## src/rtl/hazard_fwd_unit_pkg.sv

```systemverilog
// Shared definitions for the hazard/forwarding unit and the datapath operand muxes.
// Holds the select codes, the shadow-record layout and the match helper used by both.
package hazard_fwd_unit_pkg;

    localparam int REG_W = 5;
    localparam int SEL_W = 2;

    localparam logic [SEL_W-1:0] FWD_RF  = 2'b00;
    localparam logic [SEL_W-1:0] FWD_MEM = 2'b01;
    localparam logic [SEL_W-1:0] FWD_WB  = 2'b10;

    typedef struct packed {
        logic [REG_W-1:0] rs1;
        logic [REG_W-1:0] rs2;
        logic             rs1_used;
        logic             rs2_used;
        logic [REG_W-1:0] rd;
        logic             reg_write;
        logic             mem_read;
    } shadow_rec_t;

    // All enables low: a bubble can never match anything.
    localparam shadow_rec_t BUBBLE = '0;

    // True when a producer writing rd feeds a consumer that really reads rs; x0 never counts.
    function automatic logic reg_hit(input logic we, input logic [REG_W-1:0] rd,
                                     input logic [REG_W-1:0] rs, input logic used);
        return we && used && (rd != '0) && (rd == rs);
    endfunction

endpackage

```

## src/rtl/hazard_fwd_unit_fwd_cmp.sv

```systemverilog
// Operand-select comparator: picks the youngest in-flight producer of one EX source.
// The MEM stage is checked first so it wins over WB on a double match.
module fwd_cmp
    import hazard_fwd_unit_pkg::*;
(
    input  logic [REG_W-1:0] rs,
    input  logic             used,
    input  logic [REG_W-1:0] mem_rd,
    input  logic             mem_we,
    input  logic [REG_W-1:0] wb_rd,
    input  logic             wb_we,
    output logic [SEL_W-1:0] sel
);

    always_comb begin
        sel = FWD_RF;
        if (reg_hit(mem_we, mem_rd, rs, used)) begin
            sel = FWD_MEM;
        end else if (reg_hit(wb_we, wb_rd, rs, used)) begin
            sel = FWD_WB;
        end
    end

endmodule

```

## src/rtl/hazard_fwd_unit.sv

```systemverilog
// Hazard detection and forwarding control: tracks EX/MEM/WB shadow records of the pipeline
// and drives operand-mux selects plus stall/flush controls for a 5-stage in-order core.
module hazard_fwd_unit
    import hazard_fwd_unit_pkg::*;
(
    input  logic             clk,
    input  logic             rst,
    input  logic [REG_W-1:0] id_rs1,
    input  logic [REG_W-1:0] id_rs2,
    input  logic             id_rs1_used,
    input  logic             id_rs2_used,
    input  logic [REG_W-1:0] id_rd,
    input  logic             id_reg_write,
    input  logic             id_mem_read,
    input  logic             ex_br_taken,
    output logic [SEL_W-1:0] fwd_a_sel,
    output logic [SEL_W-1:0] fwd_b_sel,
    output logic             stall_pc,
    output logic             stall_ifid,
    output logic             flush_ifid,
    output logic             flush_idex
);

    shadow_rec_t ex_reg, mem_reg, wb_reg;
    shadow_rec_t id_rec;
    shadow_rec_t ex_next;

    logic             load_use;
    logic             bubble_ex;
    logic [REG_W-1:0] ex_rs   [2];
    logic             ex_used [2];
    logic [SEL_W-1:0] sel     [2];

    assign id_rec = '{rs1: id_rs1, rs2: id_rs2, rs1_used: id_rs1_used, rs2_used: id_rs2_used,
                      rd: id_rd, reg_write: id_reg_write, mem_read: id_mem_read};

    // A load in EX cannot forward to the instruction in ID before its data exists.
    assign load_use = reg_hit(ex_reg.mem_read, ex_reg.rd, id_rs1, id_rs1_used) ||
                      reg_hit(ex_reg.mem_read, ex_reg.rd, id_rs2, id_rs2_used);

    assign bubble_ex = load_use || ex_br_taken;
    assign ex_next   = bubble_ex ? BUBBLE : id_rec;

    always_ff @(posedge clk) begin
        if (rst) begin
            ex_reg  <= BUBBLE;
            mem_reg <= BUBBLE;
            wb_reg  <= BUBBLE;
        end else begin
            ex_reg  <= ex_next;
            mem_reg <= ex_reg;
            wb_reg  <= mem_reg;
        end
    end

    assign ex_rs[0]   = ex_reg.rs1;
    assign ex_rs[1]   = ex_reg.rs2;
    assign ex_used[0] = ex_reg.rs1_used;
    assign ex_used[1] = ex_reg.rs2_used;

    generate
        for (genvar gi = 0; gi < 2; gi++) begin : g_opnd
            fwd_cmp u_fwd_cmp (
                .rs     (ex_rs[gi]),
                .used   (ex_used[gi]),
                .mem_rd (mem_reg.rd),
                .mem_we (mem_reg.reg_write),
                .wb_rd  (wb_reg.rd),
                .wb_we  (wb_reg.reg_write),
                .sel    (sel[gi])
            );
        end
    endgenerate

    // Reset masks everything so no stale shadow state leaks out while rst is held.
    // A taken branch overrides a load-use stall: the dependent instruction is squashed anyway.
    assign fwd_a_sel  = rst ? FWD_RF : sel[0];
    assign fwd_b_sel  = rst ? FWD_RF : sel[1];
    assign stall_pc   = !rst && load_use && !ex_br_taken;
    assign stall_ifid = !rst && load_use && !ex_br_taken;
    assign flush_ifid = !rst && ex_br_taken;
    assign flush_idex = !rst && bubble_ex;

    // Source fields of the later stages and load flags past EX are carried only for debug visibility.
    logic unused_fields;
    assign unused_fields = ^{mem_reg.rs1, mem_reg.rs2, mem_reg.rs1_used, mem_reg.rs2_used,
                             mem_reg.mem_read, wb_reg.rs1, wb_reg.rs2, wb_reg.rs1_used,
                             wb_reg.rs2_used, wb_reg.mem_read};

endmodule

```

## config.mk

```make
export PLATFORM = sky130hd
export DESIGN_NAME = hazard_fwd_unit
export DESIGN_NICKNAME = d
export VERILOG_FILES = /design/src/rtl/hazard_fwd_unit_pkg.sv /design/src/rtl/hazard_fwd_unit_fwd_cmp.sv /design/src/rtl/hazard_fwd_unit.sv
export SDC_FILE = /design/constraint.sdc
export NUM_CORES = 1
export LEC_CHECK = 0
export CORE_MARGIN = 4
export CORE_UTILIZATION = 45
export DETAILED_ROUTE_END_ITERATION = 8
export GPL_ROUTABILITY_DRIVEN = 0
export GPL_TIMING_DRIVEN = 0
export PLACE_DENSITY_LB_ADDON = 0.2
export SLEW_MARGIN = 20
export SYNTH_ARGS = -nofsm -noshare
export SYNTH_HDL_FRONTEND = slang
export SYNTH_SLANG_ARGS = --single-unit
```

## constraint.sdc

```tcl
create_clock -name clk -period 3.7 [get_ports clk]
set_input_delay 1.11 -clock clk [delete_from_list [all_inputs] [get_ports clk]]
set_output_delay 1.11 -clock clk [all_outputs]
set_load 0.01 [all_outputs]
```

# Word-level counts from Yosys, hierarchy flattened
# Index checks and enable logic that the tools add are counted.
# classes
n_eq_ne	6
mux	6
n_reduce_logical	30
# ops
cell	count
$eq 5x5->1	6
$logic_and 1x1->1	22
$reduce_bool 5->1	3
$mux 2	6
$logic_not 1->1	2
$logic_or 1x1->1	2
$reduce_or 2->1	1
# word_totals
register_bits	31
input_bits	22
out_inout_bits	8

# Longest topological paths before layout
# logic_depth
word_depth	6
mapped_depth	6
depth_no_buf	4

# Cells and area by module
# Synthesis repeated with hierarchy kept, for this count alone.
# unflattened
cells_unflattened	154
hier_area_um2	1413.9
# by_module_without_submodules
mod	instances	cells_per_inst	area_each_um2
hazard_fwd_unit	1	116	1098.6
fwd_cmp	2	19	157.7

# Worst setup path after synthesis
# No wires, ideal clock.
# synth_timing
path_kind	input-to-output
start	input port id_rs2[1]
end	output port stall_pc
arrival_time_ns	2.116
required_time_ns	2.590
setup_slack_ns	0.474
stages	6
cell_sequence	xnor2_1 nand4_1 o22ai_1 buf_2 and3_1 buf_4
# synth_between
elab_chain_len	5
# synth_rtl
item	line	rtl
start: declaration	hazard_fwd_unit.sv:9	input logic [REG_W-1:0] id_rs2,
$eq 5x5->1	hazard_fwd_unit_pkg.sv:28	return we && used && (rd != '0) && (rd == rs);
$logic_and 1x1->1	hazard_fwd_unit_pkg.sv:28	
$logic_or 1x1->1	hazard_fwd_unit.sv:38	assign load_use = reg_hit(ex_reg.mem_read, ex_reg.rd, id_rs1, id_rs1_used) ||
$logic_and 1x1->1 (2 in series)	-	
end: declaration	hazard_fwd_unit.sv:18	output logic stall_pc,
# No other way between the ends.

# Worst setup path in the final report
# layout_timing
start	input port id_rs2_used
end	output port stall_pc
# layout_between
elab_chain_len	6
# layout_rtl
item	line	rtl
start: declaration	hazard_fwd_unit.sv:11	input logic id_rs2_used,
$logic_and 1x1->1 (3 in series)	hazard_fwd_unit_pkg.sv:28	
$logic_or 1x1->1	hazard_fwd_unit.sv:38	
$logic_and 1x1->1 (2 in series)	hazard_fwd_unit.sv:79	assign stall_pc = !rst && load_use && !ex_br_taken;
# No other way between the ends.

==> summary.md <==
| Metric | Value |
|---|---|
| I/O pin cnt | 30 |
| Slowest CP cell | clkdlybuf4s50_1 |
| Vias per inst | 5.13 |
| Via count | 1118 |
| Port Buffers | 29 |
| PD cells | 354 mW/mm² |
| Critical Path RT | 2590 ps |
| CP arrival | 2400 ps |
| Number of max-cap violations | 0 |
| Hold Crit Class | flip-flop to flip-flop |
| Peak supply drop | 0.214 mV |
| Core Rows | 19 |
| Final Hold Violating Endpoints | 0 |
| Final cell count without fillers | 218 |
| Post-synthesis sequential area ratio | 46.0% |
| Fmax | 285 MHz |
| Gr ovfl total | 0 |
| Worst reg2reg path depth | 5 |
| DP Wirelength | 2330 µm |
| Chip Height | 62.7 µm |
| Die X | 62.7 µm |
| Post-DRT Antenna Nets | 0 |
| Netlist cell types | 23 |
| Initial DRT Pass Iterations | 4 |
| Comb pwr share | 13.0% |
| Number of global-route vias before repair | 1160 |
| First-pass GRT wire length | 5040 µm |
| Drc violations | 0 |
| Fin crit share | 94.8% |
| Total GRT Usage | 16.5% |
| Switching Fraction | 25.6% |
| Setup violations, final | 0 |
| First-iteration detailed-routing DRC count | 23 |
| Clock root buffer | clkbuf_4 |
| Setup Total Neg Slack | 0 ps |
| Area Growth Syn to Fin | 30.5% |
| Synthesized Nets | 171 |
| TritonCTS Sinks | 31 |
| Cell chain of the critical path | clkdlybuf4s50_1 -> nand2_1 -> o22ai_2 -> buf_6 -> and3_4 -> buf_4 -> buf_4 |
| Flops & latches, synth | 31 |
| Clock Power Share | 30.0% |
| Cell mode on critical path | buf_4 |
| Synth warn | 0 |
| Setup CP Type | input port to output port |
| Fin nets | 208 |
| NetSw | 0.160 mW |
| CP Capture Type | output port |
| Flop-to-flop setup slack | 2150 ps |
| Tmin final | 3510 ps |
| Synth Flop Type | dfxtp_1 |
| Synth async-reset ratio | 0% |
| CP max FO | 3 |
| Internal Pwr Total | 0.464 mW |
| Worst clock skew | 10.5 ps |
| Critical Path Start Type | input port |
| Clock transition at path regs | 90 ps |
| TritonCTS Buffers | 5 |
| Clk_lat worst skew | 330 ps |
| Cell area after synthesis | 0.00135 mm² |
| Initial core utilization | 48.1% |
| Max FFs per register | 19 |
| Status | finished, final reports clean |
| Leakage | 0.784 nW |
| Max Transition Viols Final | 0 |
| Mapped Cells | 149 |
| Sequential Power Share | 57.0% |
| Final-layout fill cell count | 253 |
| Die area | 0.00394 mm² |
| Routed wire length | 2990 µm |
| Worst-Margin Slew | 399 ps |
| Hold path depth | 1 |
| Initial antenna violation count | 0 |
| EDFF count, synth | 0 |
| Largest net degree at the start of global routing | 11 |
| Delay-heaviest family, CP | buffers and inverters |
| Max stage delay on crit path | 480 ps |
| H-tree Lvls | 2 |
| RSZ-0062 raised after global routing | false |
| Mean post-synth cell area | 9.05 µm² |
| Drt wl/cell | 13.7 µm |
| Worst-case clock buffer depth | 2 |
| Slew Limit Headroom | 73.4% |
| Crit path depth | 7 |
| Hold-fix buffers, CTS | 0 |
| Layout cells sized above 1 | 11.2% |
| CTS tree | done |
| Dpl cells | 209 |
| # diodes | 0 |
| WP buf/inv | 4 |
| Core area | 0.00281 mm² |
-- placed cells by master (no fill, tap or decap), types with 4 or more instances in the layout --
cell type | Yosys | routed
clkdlybuf4s50_1 | 0 | 14
dlygate4sd2_1 | 0 | 5
a21oi_1 | 19 | 19
nor2b_1 | 13 | 13
nand2_1 | 23 | 23
dlymetal6s2s_1 | 0 | 7
nor4_1 | 4 | 4
clkbuf_4 | 0 | 6
dfxtp_1 | 31 | 31
xnor2_1 | 22 | 22
nand4_1 | 6 | 6
xor2_1 | 8 | 8
-- cell families (layout without fill, tap and decap cells) --
| group | count (synthesis) | in the layout | synth area share (%) |
|---|---|---|---|
| xor+xnor | 30 | 30 | 19.5 |
| compound gates | 24 | 24 | 9.83 |
| buf+inv | 9 | 47 | 3.99 |
| simple gates | 55 | 55 | 20.7 |
| flops | 31 | 31 | 46.0 |
-- cell usage after synthesis, types with 2 or more instances --
master	n	area, µm²
a21oi_1	19	95.1
buf_6	2	22.5
clkbuf_1	4	15.0
dfxtp_1	31	621
nand2_1	23	86.3
nand4_1	6	37.5
nor2_1	3	11.3
nor2b_1	13	81.3
nor3_1	2	10.0
nor4_1	4	25.0
or4_1	2	15.0
xnor2_1	22	193
xor2_1	8	70.1
-- layer usage --
| metal | vias up | global-route usage, % | part of all wire, % |
|---|---|---|---|
| met3 | 13 | 5.76 | 5.5 |
| met2 | 37 | 26.6 | 46 |
| met5 | - | 0 | 0 |
| li1 | 572 | - | - |
| met4 | 0 | 12.1 | 4.7 |
| met1 | 496 | 17.9 | 44 |
-- cell type report --
class                   instances  area [µm²]  area share (%)
flip-flops and latches         31         621            35.3
inverters                       1        3.75           0.213
clock buffers                   6        41.3            2.35
well taps                      31        38.8            2.20
repair buffers                 30         297            16.8
clock inverters                 2        12.5           0.711
multi-input cells             109         686            38.9
plain buffers                   8        61.3            3.48
-- timing repair --
action,4_1_cts,5_1_grt
buffers inserted,1,0
resized for setup,18,11
pin swaps,2,1
endpoints found under the setup margin,7,7
-- metrics by stage --
step                total power [mW]  utilization [%]  hold WS (ps)  cell area (µm²)  setup slack [ps]
global placement               0.443             59.8           428             1680              -611
global route                   0.657             62.8           474             1760              98.9
finish                         0.623             62.8           447             1760               194
detailed placement             0.445             59.8           433             1680              -600
floorplan                      0.405                -           414             1350               474
CTS                            0.633             62.1           456             1740              7.50
-- power by group through the flow --
stage	clock network [mW]	registers, mW	logic [mW]
after floorplan	0	0.360	0.0451
after global placement	0	0.363	0.0800
after detailed placement	0	0.363	0.0820
after CTS	0.195	0.356	0.0823
after global routing	0.210	0.357	0.0898
final	0.187	0.356	0.0811
-- worst paths after layout --
kind               start    endpoint
max          id_rs2_used    stall_pc
min            ex_reg[1]  mem_reg[1]
max reg2reg    ex_reg[2]  ex_reg[12]
min reg2reg    ex_reg[1]  mem_reg[1]
-- worst reg2reg max path: cells and delay by family (launching register included) --
kind                   cells  cell delay (ps)
AND/OR/NAND/NOR            1              130
flip-flops                 1              440
AO/OA/AOI/OAI              2              350
buffers and inverters      1              360
XOR/XNOR                   1              150
Note: power is estimated with default switching activity, not from simulation.
